File: src/rtl/wb_arbiter.sv
// Two-master Wishbone-style arbiter with address decode to memory, keyboard and DMA slaves.
// Unmapped or unanswered cycles complete with an error so neither master can hang.
module wb_arbiter #(
    parameter logic [31:0] MEM_TOP  = 32'h0000_7FFF,
    parameter logic [31:0] DMA_BASE = 32'h0000_E000,
    parameter logic [31:0] KEY_BASE = 32'h0000_F000,
    parameter int unsigned TIMEOUT  = 255
) (
    input  logic        clk,
    input  logic        rst_n,
    input  logic        m0_cyc,
    input  logic        m0_we,
    input  logic [3:0]  m0_strb,
    input  logic [31:0] m0_addr,
    input  logic [31:0] m0_data_i,
    output logic        m0_ack,
    output logic [31:0] m0_data_o,
    input  logic        m1_cyc,
    input  logic        m1_we,
    input  logic [3:0]  m1_strb,
    input  logic [31:0] m1_addr,
    input  logic [31:0] m1_data_i,
    output logic        m1_ack,
    output logic [31:0] m1_data_o,
    output logic        s_mem_cyc,
    output logic        s_key_cyc,
    output logic        s_dma_cyc,
    output logic        s_we,
    output logic [3:0]  s_strb,
    output logic [31:0] s_addr,
    output logic [31:0] s_data_o,
    input  logic        s_mem_ack,
    input  logic        s_key_ack,
    input  logic        s_dma_ack,
    input  logic [31:0] s_mem_data_i,
    input  logic [31:0] s_key_data_i,
    input  logic [31:0] s_dma_data_i,
    output logic        bus_err,
    output logic        err_master
);

    typedef enum logic [1:0] {IDLE, BUSY, ERR} state_t;

    localparam logic [7:0] TO_CNT = 8'(TIMEOUT);

    state_t      state_q, state_d;
    logic        gnt_q, gnt_d;
    logic        last_q, last_d;
    logic        errm_q, errm_d;
    logic [2:0]  sel_q, sel_d;    // one-hot {dma, key, mem}
    logic [7:0]  cnt_q, cnt_d;

    logic        pick;
    logic        cur_cyc;
    logic        slv_ack;
    logic [31:0] slv_data;
    logic        ack_w;
    logic [31:0] rdata_w;

    // Memory wins over DMA, DMA over keyboard, when parameter regions overlap.
    function automatic logic [2:0] decode(input logic [31:0] a);
        if (a <= MEM_TOP)                     return 3'b001;
        else if (a[31:12] == DMA_BASE[31:12]) return 3'b100;
        else if (a[31:12] == KEY_BASE[31:12]) return 3'b010;
        else                                  return 3'b000;
    endfunction

    always_ff @(posedge clk or negedge rst_n) begin
        if (!rst_n) begin
            state_q <= IDLE;
            gnt_q   <= 1'b0;
            last_q  <= 1'b1;
            errm_q  <= 1'b0;
            sel_q   <= 3'b000;
            cnt_q   <= 8'd0;
        end else begin
            state_q <= state_d;
            gnt_q   <= gnt_d;
            last_q  <= last_d;
            errm_q  <= errm_d;
            sel_q   <= sel_d;
            cnt_q   <= cnt_d;
        end
    end

    always_comb begin
        state_d  = state_q;
        gnt_d    = gnt_q;
        last_d   = last_q;
        errm_d   = errm_q;
        sel_d    = sel_q;
        cnt_d    = cnt_q;
        pick     = 1'b0;
        ack_w    = 1'b0;
        rdata_w  = 32'h0;
        bus_err  = 1'b0;
        s_we     = 1'b0;
        s_strb   = 4'h0;
        s_addr   = 32'h0;
        s_data_o = 32'h0;

        cur_cyc  = gnt_q ? m1_cyc : m0_cyc;
        slv_ack  = |(sel_q & {s_dma_ack, s_key_ack, s_mem_ack});
        unique case (1'b1)
            sel_q[2]: slv_data = s_dma_data_i;
            sel_q[1]: slv_data = s_key_data_i;
            default:  slv_data = s_mem_data_i;
        endcase

        unique case (state_q)
            IDLE: begin
                if (m0_cyc || m1_cyc) begin
                    pick    = (m0_cyc && m1_cyc) ? ~last_q : m1_cyc;
                    gnt_d   = pick;
                    cnt_d   = 8'd0;
                    sel_d   = decode(pick ? m1_addr : m0_addr);
                    state_d = (sel_d != 3'b000) ? BUSY : ERR;
                end
            end
            BUSY: begin
                s_we     = gnt_q ? m1_we     : m0_we;
                s_strb   = gnt_q ? m1_strb   : m0_strb;
                s_addr   = gnt_q ? m1_addr   : m0_addr;
                s_data_o = gnt_q ? m1_data_i : m0_data_i;
                // An abort takes priority so a same-cycle ack is never delivered.
                if (!cur_cyc) begin
                    state_d = IDLE;
                end else if (slv_ack) begin
                    ack_w   = 1'b1;
                    rdata_w = slv_data;
                    last_d  = gnt_q;
                    state_d = IDLE;
                end else begin
                    cnt_d = cnt_q + 8'd1;
                    if (cnt_d == TO_CNT) state_d = ERR;
                end
            end
            ERR: begin
                ack_w   = 1'b1;
                bus_err = 1'b1;
                errm_d  = gnt_q;
                last_d  = gnt_q;
                state_d = IDLE;
            end
            default: state_d = IDLE;
        endcase
    end

    assign s_mem_cyc  = (state_q == BUSY) && sel_q[0];
    assign s_key_cyc  = (state_q == BUSY) && sel_q[1];
    assign s_dma_cyc  = (state_q == BUSY) && sel_q[2];

    assign m0_ack     = ack_w && !gnt_q;
    assign m1_ack     = ack_w &&  gnt_q;
    assign m0_data_o  = gnt_q ? 32'h0 : rdata_w;
    assign m1_data_o  = gnt_q ? rdata_w : 32'h0;

    assign err_master = (state_q == ERR) ? gnt_q : errm_q;

endmodule
File: config.mk
export PLATFORM = sky130hd
export DESIGN_NAME = wb_arbiter
export DESIGN_NICKNAME = d
export VERILOG_FILES = /design/src/rtl/wb_arbiter.sv
export SDC_FILE = /design/constraint.sdc
export NUM_CORES = 1
export LEC_CHECK = 0
export CORE_AREA = 2 2 149 151
export CTS_BUF_LIST = sky130_fd_sc_hd__clkbuf_8
export DETAILED_ROUTE_END_ITERATION = 8
export DIE_AREA = 0 0 151 153
export PLACE_DENSITY_LB_ADDON = 0.08
export SLEW_MARGIN = 25
export SYNTH_ARGS = -nofsm -noshare
export SYNTH_HDL_FRONTEND = slang
export SYNTH_SLANG_ARGS = --single-unit
File: constraint.sdc
create_clock -name clk -period 3.7 [get_ports clk]
set_clock_uncertainty 0.1 [all_clocks]
set_input_delay 0.925 -clock clk [delete_from_list [all_inputs] [get_ports clk]]
set_output_delay 0.925 -clock clk [all_outputs]
set_load 0.005 [all_outputs]
==> metrics.md <==
| Metric | Value |
|---|---|
| Tcrit/Tclk final | 0.9785 |
| IO buf count | 380 |
| Initial antenna violation count | 2 |
| 1st-iter DRT viols | 124 |
| Top post-synthesis cells by area | mux2i_1 (22%), and3_1 (13%), dfrtp_1 (12%) |
| Critical path endpoint category | output pin |
| Synth warn | 0 |
| Arrival @ worst endpoint | 2600 ps |
| Synth unique cells | 42 |
| Yosys top cell by area | mux2i_1 |
| Max Clk Rate | ~0.28 GHz |
| Area growth, synth to finish | 140.1% |
| Critical Path RT | roughly 2700 ps |
| First-pass GRT wire length | 28880 um |
| Share of Yosys cell area claimed by the top area cell type | 0.2241 |
| RSZ-0062 raised after global routing | yes |
| Delay-heaviest family, CP | buffers and inverters |
| Leak | 0.003407 uW |
| GRT Total Usage | 0.1628 |
| Die area | about 23000 sq um |
| Syn Nets | about 720 |
| Clk sinks | 16 |
| Rows | between 50 and 60 |
| DPL Wire Length | 16660 um |
| Most frequent cell after synthesis | nor2_1 |
| CTS Buf Count | 3 |
| Crit-path max cell delay | between 400 and 500 ps |
| Drt drc | 0 |
| Max Root-Sink Buffers | 2 |
| Share of layout cells above drive strength 1 | 0.06421 |
| Buf/Inv on CP | 4 |
| Root Driver | clkbuf_8 |
| Routed WL per cell | 18.70 um |
| Routed WL | 21000 um |
| DRT antenna net count | 0 |
| CP Launch Type | primary input |
| Max Cap Violations | 0 |
| Die height | 153 um |
| Starting density of the core | 0.1455 |
| Setup_tns | 0 ps |
| RePlAce Congestion | roughly 0.87 |
| Max_slew headroom | 0.4676 |
| Reg power frac | 0.150 |
| Nets | 1088 |
| Crit path kind | in2out |
| Pin count of the biggest net entering global routing | 69 |
| Grt total ovfl | 0 |
| Core box area | about 21000 sq um |
| Worst-path clk slew | 70 ps |
| Worst VDD drop | 300.5 uV |
| Final hold vios | 0 |
| Synthesized area per cell | 6.610 sq um |
| FILL cells | 2264 |
| Seq/Total Area, Yosys | 0.1285 |
| Seq cells post-synth | 16 |
| CTS H-tree depth | 1 |
| Most used flip-flop cell after synthesis | dfrtp_1 |
| TritonRoute pass-1 iters | 4 |
| Clock power share | 0.110 |
| Fin crit period | 3620 ps |
| Status | complete, no violations |
| Top cells by count, synth | nor2_1 (81), nand2_1 (79), mux2i_1 (70), and3_1 (65), a22oi_1 (32) |
| Critical path, cell by cell | clkdlybuf4s50_1, mux2_4, nand2_1, nor2_4, buf_6, clkbuf_16, and3_1, clkdlybuf4s15_1 |
| Mapped Area | roughly 3100 sq um |
| Via-per-instance ratio | 4.391 |
| CTS tree | done |
| Net Sw Power | a little over 600 uW |
| Vias in the first global route | 4913 |
| Post-synth EDFFs | 0 |
| Hold Slack | ~380 ps |
| Slowest CP cell | clkdlybuf4s50_1 |
| Cells after Synth | 473 |
| Post-layout util | 0.3495 |
| Internal power | 895.0 uW |
| Setup violations, final | 0 |
| Clock latency at the later pin of the worst-skew pair | 250 ps |
| # IOs | 381 |
| Sw Ratio | 0.4049 |
| Die width | 151 um |
| Slew @ Worst Pin | 796.0 ps |
| Power Density | 200.3 nW/um^2 |
| Detailed-route via count | 4931 |
| Post-synth ARST share | 1.000 |
| Min-delay worst type | reg2reg |
| CP max FO | 8 |
| Combinational Power Share | 0.740 |
| Max Slew Vio Count | 0 |
| Cts hold-fix bufs | 0 |
[final timing paths]
kind / startpoint / end / slack, ps / cells after the start
worst min register to register: cnt_q[7]$_DFFE_PN0P_ / cnt_q[7]$_DFFE_PN0P_ / 380 / 1
worst min-delay path: cnt_q[7]$_DFFE_PN0P_ / cnt_q[7]$_DFFE_PN0P_ / 380 / 1
min in group asynchronous: rst_n / errm_q$_DFF_PN0_ / 1030 / 1
max in group asynchronous: rst_n / gnt_q$_DFFE_PN0P_ / 1890 / 1
worst max register to register: sel_q[1]$_DFFE_PN0P_ / cnt_q[5]$_DFFE_PN0P_ / 1670 / 7
worst max-delay path: m1_cyc / m1_data_o[3] / 80 / 8
[metrics by stage]
| step | cell area [sq um] | setup WS [ps] | cells | power, uW |
|---|---|---|---|---|
| floorplan | 3127 | 705.8 | 473 | 844.2 |
| global placement | 7289 | -199.9 | 1107 | 1336 |
| detailed placement | 7289 | -179.0 | 1107 | 1352 |
| CTS | 7368 | -111.6 | 1115 | 1526 |
| global route | 7508 | -17.24 | 1123 | 1611 |
| finish | 7508 | 79.73 | 1123 | 1504 |
[cell type report]
type / count / area (sq um) / area share
Timing Repair Buffer: 405 / 4113 / 0.5477
Multi-Input combinational cell: 411 / 2561 / 0.3411
Sequential cell: 16 / 405.4 / 0.05399
Tap cell: 280 / 350.3 / 0.04666
Clock buffer: 4 / 55.05 / 0.007332
Inverter: 5 / 18.77 / 0.002500
Antenna cell: 2 / 5.005 / 0.0006666
[metal layers]
layer | routed length [um] | part of all wire | track usage
met1 | 7333 | 0.35 | 0.1601
met2 | 11190 | 0.53 | 0.3229
met3 | 1961 | 0.093 | 0.04448
met4 | 510 | 0.024 | 0.05029
met5 | 0 | 0 | 0
[cell families after synthesis]
kind of cell             count (synthesis)  synth area share
flip-flops                              16            0.1285
AO/OA/AOI/OAI                           69            0.1557
adder cells (fa/ha/maj)                  5           0.02001
buffers and inverters                   46           0.05962
AND/OR/NAND/NOR                        262            0.3942
multiplexers                            75            0.2421
[power groups by stage]
stage / combinational [uW] / clock [uW] / sequential (uW)
after floorplan: 635 / 0 / 209
after CTS: 1130 / 167 / 226
after detailed placement: 1120 / 0 / 228
final: 1110 / 165 / 225
after global placement: 1110 / 0 / 229
after global routing: 1210 / 177 / 228
[state kept, by name (all words and copies together) (netlist names)]
name / count
state_q: 2
last_q: 1
errm_q: 1
sel_q: 3
gnt_q: 1
cnt_q: 8
[layout by cell type, fill, tap and decap left out, types with 5 or more instances in the layout]
master and n:
buf_12 5, buf_4 14, clkdlybuf4s50_1 314, a22oi_1 32, o21ai_0 6, clkdlybuf4s15_1 47
dlymetal6s2s_1 9, and3_1 64, clkbuf_2 9, nor4_1 7, mux2i_1 70, ha_1 5
o21ai_1 10, nor2_1 79, dfrtp_1 14, nand3_1 9, nand2_1 79, and2_1 6
[worst reg2reg max path: cells and delay by family, from the launching register on]
family | cells | cell delay, ps
AO/OA/AOI/OAI | 4 | 880
flip-flops | 1 | 440
buffers and inverters | 2 | 290
AND/OR/NAND/NOR | 1 | 200
[what timing repair did]
item | CTS | global route
setup buffers | 2 | 4
resized for setup | 65 | 74
endpoints found under the setup margin | 66 | 38
pin swaps | 0 | 1
cloned | 2 | 2
(Power assumes the default switching activity.)
